[config.mk]
export PLATFORM = sky130hd
export DESIGN_NAME = fpu_arbiter
export DESIGN_NICKNAME = d
export VERILOG_FILES = /design/src/rtl/fpu_arbiter.sv
export SDC_FILE = /design/constraint.sdc
export NUM_CORES = 1
export LEC_CHECK = 0
export CAP_MARGIN = 20
export CORE_AREA = 2 2 154 156
export DETAILED_ROUTE_END_ITERATION = 10
export DIE_AREA = 0 0 156 158
export PLACE_DENSITY = 0.68
export REMOVE_ABC_BUFFERS = 1
export SLEW_MARGIN = 20
export SYNTH_ARGS = -nofsm -noshare
export SYNTH_HDL_FRONTEND = slang
export SYNTH_SLANG_ARGS = --single-unit
[constraint.sdc]
create_clock -name clk -period 4 [get_ports clk]
set_input_delay 0.6 -clock clk [delete_from_list [all_inputs] [get_ports clk]]
set_output_delay 0.6 -clock clk [all_outputs]
set_load 0.1 [all_outputs]
[src/rtl/fpu_arbiter.sv]
// Round-robin arbiter that shares one multi-cycle FP operator among NREQ requesters.
// Operands are captured at grant so requesters may change their inputs while the operation is in flight.
module fpu_arbiter #(
    parameter int NREQ    = 4,
    parameter int WIDTH   = 32,
    parameter int TIMEOUT = 64
) (
    input  logic                     clk,
    input  logic                     rst,
    input  logic [NREQ-1:0]          req,
    input  logic [NREQ*WIDTH-1:0]    op_a,
    input  logic [NREQ*WIDTH-1:0]    op_b,
    output logic [NREQ-1:0]          done,
    output logic [WIDTH-1:0]         result,
    output logic                     err,
    output logic                     busy,
    output logic [$clog2(NREQ)-1:0]  grant_id,
    output logic                     unit_start,
    output logic [WIDTH-1:0]         unit_a,
    output logic [WIDTH-1:0]         unit_b,
    input  logic [WIDTH-1:0]         unit_result,
    input  logic                     unit_ready
);

    localparam int IDW = $clog2(NREQ);
    localparam int CW  = $clog2(TIMEOUT + 1);

    typedef enum logic [1:0] {
        S_IDLE,
        S_ISSUE,
        S_WAIT,
        S_DONE
    } state_t;

    state_t           state_q, state_d;
    logic [IDW-1:0]   ptr_q, ptr_d;
    logic [IDW-1:0]   grant_q, grant_d;
    logic [CW-1:0]    cnt_q, cnt_d;
    logic [WIDTH-1:0] a_q, a_d;
    logic [WIDTH-1:0] b_q, b_d;
    logic [WIDTH-1:0] res_q, res_d;
    logic             err_q, err_d;

    logic found;
    int   pick;
    int   idx;

    always_comb begin
        // NOTE: every signal gets a default before any branch, so no path leaves a value unassigned and no latch is inferred.
        state_d = state_q;
        ptr_d   = ptr_q;
        grant_d = grant_q;
        cnt_d   = cnt_q;
        a_d     = a_q;
        b_d     = b_q;
        res_d   = res_q;
        err_d   = err_q;
        found   = 1'b0;
        pick    = 0;
        idx     = 0;

        // First requester at or after the round-robin pointer, wrapping modulo NREQ.
        for (int k = 0; k < NREQ; k++) begin
            idx = int'(ptr_q) + k;
            if (idx >= NREQ) begin
                idx = idx - NREQ;
            end
            if (!found && req[idx]) begin
                found = 1'b1;
                pick  = idx;
            end
        end

        case (state_q)
            S_IDLE: begin
                if (found) begin
                    grant_d = IDW'(pick);
                    a_d     = op_a[pick*WIDTH +: WIDTH];
                    b_d     = op_b[pick*WIDTH +: WIDTH];
                    err_d   = 1'b0;
                    state_d = S_ISSUE;
                end
            end
            S_ISSUE: begin
                cnt_d   = '0;
                state_d = S_WAIT;
            end
            S_WAIT: begin
                if (unit_ready) begin
                    res_d   = unit_result;
                    err_d   = 1'b0;
                    state_d = S_DONE;
                end else if (cnt_q == CW'(TIMEOUT - 1)) begin
                    res_d   = '0;
                    err_d   = 1'b1;
                    state_d = S_DONE;
                end else begin
                    cnt_d = cnt_q + 1'b1;
                end
            end
            S_DONE: begin
                ptr_d   = (grant_q == IDW'(NREQ - 1)) ? '0 : grant_q + 1'b1;
                state_d = S_IDLE;
            end
            default: state_d = S_IDLE;
        endcase
    end

    always_ff @(posedge clk or negedge rst) begin
        if (!rst) begin
            state_q <= S_IDLE;
            ptr_q   <= '0;
            grant_q <= '0;
            cnt_q   <= '0;
            a_q     <= '0;
            b_q     <= '0;
            res_q   <= '0;
            err_q   <= 1'b0;
        end else begin
            state_q <= state_d;
            ptr_q   <= ptr_d;
            grant_q <= grant_d;
            cnt_q   <= cnt_d;
            a_q     <= a_d;
            b_q     <= b_d;
            res_q   <= res_d;
            err_q   <= err_d;
        end
    end

    // All outputs are pure decodes of registered state.
    assign busy       = (state_q != S_IDLE);
    assign unit_start = (state_q == S_ISSUE);
    assign unit_a     = (state_q == S_ISSUE || state_q == S_WAIT) ? a_q : '0;
    assign unit_b     = (state_q == S_ISSUE || state_q == S_WAIT) ? b_q : '0;
    assign done       = (state_q == S_DONE) ? (NREQ'(1) << grant_q) : '0;
    assign result     = (state_q == S_DONE) ? res_q : '0;
    assign err        = (state_q == S_DONE) && err_q;
    assign grant_id   = grant_q;

endmodule

# --- After elaboration in Yosys (flattened, before gate mapping) ---
# Cells that the tools add are included.
totals:
  reg_bits: 110
  output_inout_bits: 105
  word_cells: 97
op_classes:
  n_addsub: 9
  order_cmp: 8
  n_eq_ne: 9
  n_shift: 3
  mux: 42
  n_reduce_logical: 18
op_table:
  columns: ["operator", "n"]
  rows:
  - ["$mux 32", 9]
  - ["$shiftx 128x32->32", 2]
  - ["$lt 32x4->1 const B", 4]
  - ["$mux 27", 4]
  - ["$mux 1", 15]
  - ["$mux 7", 2]
  - ["$pmux 7 s2", 1]
  - ["$sub 3x3->4 const B", 3]
  - ["$ge 3x3->1 const B", 3]
  - ["$bmux 1 s2", 4]
  - ["$mux 2", 4]
  - ["$pmux 2 s4", 1]
  - ["$reduce_bool 2->1", 4]
  - ["$add 7x1->7 const B", 1]
  - ["$eq 7x6->1 const B", 1]
  - ["$add 2x2->3 const B", 2]
  - ["$eq 2x2->1 const B", 3]
  - ["$ne 2x2->1 const B", 3]
  - ["$reduce_and 2->1", 3]
  - ["$reduce_and 3->1", 2]
  - ["$logic_and 1x1->1", 4]
  - ["$mux 4", 1]
  - ["$shl 1x2->4 const A", 1]
  - ["$sub 2x3->4 const B", 1]
  - ["other kinds (9)", 11]

# --- Logic depth before layout (Yosys ltp) ---
depth:
  ltp_word: 17
  mapped_depth: 12

# --- Worst setup path after synthesis ---
# Ideal clock, no wire load.
synth_path:
  path_kind: "register to register"
  startpoint: "register ptr_q[0]"
  endpoint: "register a_q[0]"
  arrival_ps: 2504
  setup_slack_ps: 1364
  stages_incl_launch_ff: 13
  path_buffers: 4
  period_less_slack_ps: 2636
  cell_sequence: "dfrtp_1 > buf_6 > inv_1 > ha_1 > buf_2 > mux4_2 > clkinv_1 > a21oi_2 > o221ai_2 > buf_12 > buf_12 > mux2i_1 > o221ai_2"
synth_via:
  elab_chain_len: 16
  elab_cells_between_ends: 43
  classes_between: "add/sub (7); order compare (4); shift (1); mux (24); reduce/logical (7)"
synth_lines:
  columns: ["item", "line", "text"]
  rows:
  - ["from (decl)", "36", "logic [IDW-1:0] ptr_q, ptr_d;"]
  - ["from (signal assigned)", "121", "ptr_q <= ptr_d;"]
  - ["parallel branches: the longest is 16 deep, another holds $sub 3x3->4", null, null]
  - ["to (signal assigned)", "115", "a_q <= '0;"]
  - ["to (signal assigned)", "124", "a_q <= a_d;"]
  - ["to (decl)", "39", "logic [WIDTH-1:0] a_q, a_d;"]
# Several ways; the timed one is not identified. The select of a mux whose other input is x is not followed.
# A chain may end at the register's enable or synchronous reset.

# --- Worst setup path after layout ---
layout_path:
  startpoint: "register ptr_q[0]"
  endpoint: "register a_q[22]"
# Same word-level chain as after synthesis.

==> run metrics <==
status=completed; core area=between 20,000 and 25,000 sq um; clock skew=between 0.008 and 0.009 ns; maximum buffer depth of the clock tree=2; FF+latch count, synth=between 100 and 150; layout cell share with drive strength beyond 1=0.151; routed len/inst=19.3 um; HPWL after DPL=19,400 um; Tmin final=3.36 ns; top cells by area, synth=dfrtp_1, mux2i_1, and2_1; Max-slew headroom=0.332; most frequent cells in the layout=clkdlybuf4s50_1, mux2i_1, dfrtp_1; Clock Pin Slew Worst Setup and Hold Paths=around 0.07 ns; initial core utilization=0.315; GP Congestion=0.821; part of the cycle the worst path needs=0.841; most common cell after layout, fill and taps aside=clkdlybuf4s50_1; Slew Limit Fails=0; FFs w/ async S/R, synth=1.00; share of the synthesized area in the top cell type=0.379; final hold violation count=0; kind of critical path=flop to flop; CP Max Fanout=43; fillcell total=2,113; Syn Inst Count=slightly below 700; CTS tree=yes; Slew @ Worst Pin=~1.0 ns; first-pass detailed-route iteration total=4; Post-Syn Area=7270 sq um; Setup crit end kind=flop; die height=158 um; I/O Pins=400; drt total wl=25,800 um; GR Overflow Total=0; Synth Warn #=0; Post-synth EDFFs=0; total die area=24,600 sq um; Cell variety after synth=46; antenna violations before repair=3; routed vias/inst=4.99; IO Port Bufs=399; Worst-Skew Late Latency=0.35 ns; first-pass GRT wire length=38,700 um; Seq/Total Area, Yosys=0.379; WP data required=4.20 ns; CP arrival=3.56 ns; CTS root buf=clkbuf_16; final net count=1,350; ys flop type=dfrtp_1; Chip Width=156 um; RSZ-0062 raised after global routing=false; syn_area_per_cell=10.8 sq um; Final Setup Violations=0; area grow syn2layout=55.1%; leading area contributor after synthesis=dfrtp_1; DRC=0; Rows=56; H-tree levels=3; vias in the first global route=6,775; clk sinks=110; max-cap violation count=0; pin count of the biggest net entering global routing=69; Crit. Startpoint=ptr_q[0]; Reg2Reg Launch Point=ptr_q[0]; DR vias=around 6,700; Setup Fix Bufs, Post-CTS=0; remaining antenna violation count=0; cts hold-fix bufs=0; CTS buffer count=9; gr usage total=0.202; critical path launch point type=flop; initial DRC count=between 200 and 300; sum of negative setup slack=0 ns; CTS resizes=0; Hold WC Path Type=input pin to async pin; fmax=297 MHz
==> sequential cells by signal, summed over array words and instances, names as in the netlist <==
register,cells
a_q,32
b_q,32
cnt_q,7
err_q,1
grant_id,2
ptr_q,2
res_q,32
state_q,2
==> cells in the mapped netlist, types with 3 or more instances <==
master    number
ha_1          15
inv_1         11
nor3b_1        3
nor2_1         7
mux2_2         5
a21oi_1        5
buf_12        13
nand3_1        4
buf_2          3
o21ai_0       11
buf_6         12
nand2_1       77
buf_8          5
mux2i_1      132
a22o_1        37
o221ai_1      53
clkbuf_1      25
and2_1       102
o221ai_2      12
nand4_1        3
dfrtp_1      110
==> cell families after synthesis <==
family | synth area share
xor gates and xnor gates | 0.00120
AOI/OAI and AO/OA | 0.160
DFF | 0.379
buffers and inverters | 0.0864
muxes | 0.196
and+or+nand+nor | 0.152
adders and majority gates | 0.0258
==> worst paths after layout <==
check | slack, ns | to | depth (start not counted)
setup / recovery | 0.64 | a_q[22] | 10
hold / removal | 0.30 | res_q[11] | 1
setup reg to reg | 0.64 | a_q[22] | 10
hold reg to reg | 0.48 | b_q[24] | 2
max in group asynchronous | 2.92 | b_q[21] | 2
min in group clk | 0.48 | b_q[24] | 2
==> through the flow <==
step | hold slack [ns] | util | instance area, sq um | cells | setup WS [ns]
4_1_cts | 0.322 | 0.489 | 11300 | 1334 | 0.620
6_report | 0.295 | 0.489 | 11300 | 1336 | 0.637
5_1_grt | 0.361 | 0.489 | 11300 | 1335 | 0.361
3_5_place_dp | 0.465 | 0.477 | 11000 | 1319 | 0.605
2_1_floorplan | 0.304 | - | 6690 | 616 | -3.55
3_3_place_gp | 0.461 | 0.477 | 11000 | 1319 | 0.728
==> metal layers <==
layer,track usage,vias to the layer above,part of all wire
met1,0.242,3183,0.41
met3,0.0495,36,0.070
li1,-,3188,-
met5,0,-,0.00050
met2,0.356,253,0.50
met4,0.0686,2,0.026
==> layout make-up <==
| cell class | instances | area, sq um | share of cell area |
|---|---|---|---|
| Inverter | 12 | 45.0 | 0.00400 |
| Clock inverter | 3 | 21.3 | 0.00189 |
| Timing Repair Buffer | 413 | 3930 | 0.349 |
| Clock buffer | 12 | 246 | 0.0219 |
| Tap cell | 290 | 363 | 0.0322 |
| Sequential cell | 110 | 2750 | 0.244 |
| Antenna cell | 2 | 5.00 | 0.000444 |
| Multi-Input combinational cell | 494 | 3910 | 0.347 |
==> critical path, stage by stage (launching register included) <==
cell	delay, ns
dfrtp_1	0.70
inv_1	0.27
ha_1	0.50
mux4_2	0.40
clkinv_1	0.08
a21oi_2	0.07
o221ai_4	0.21
buf_12	0.25
buf_12	0.30
mux2i_1	0.24
o221ai_1	0.14
Power is not shown: default switching activity piles up to over one toggle a cycle in this logic, so the estimate is an artifact.
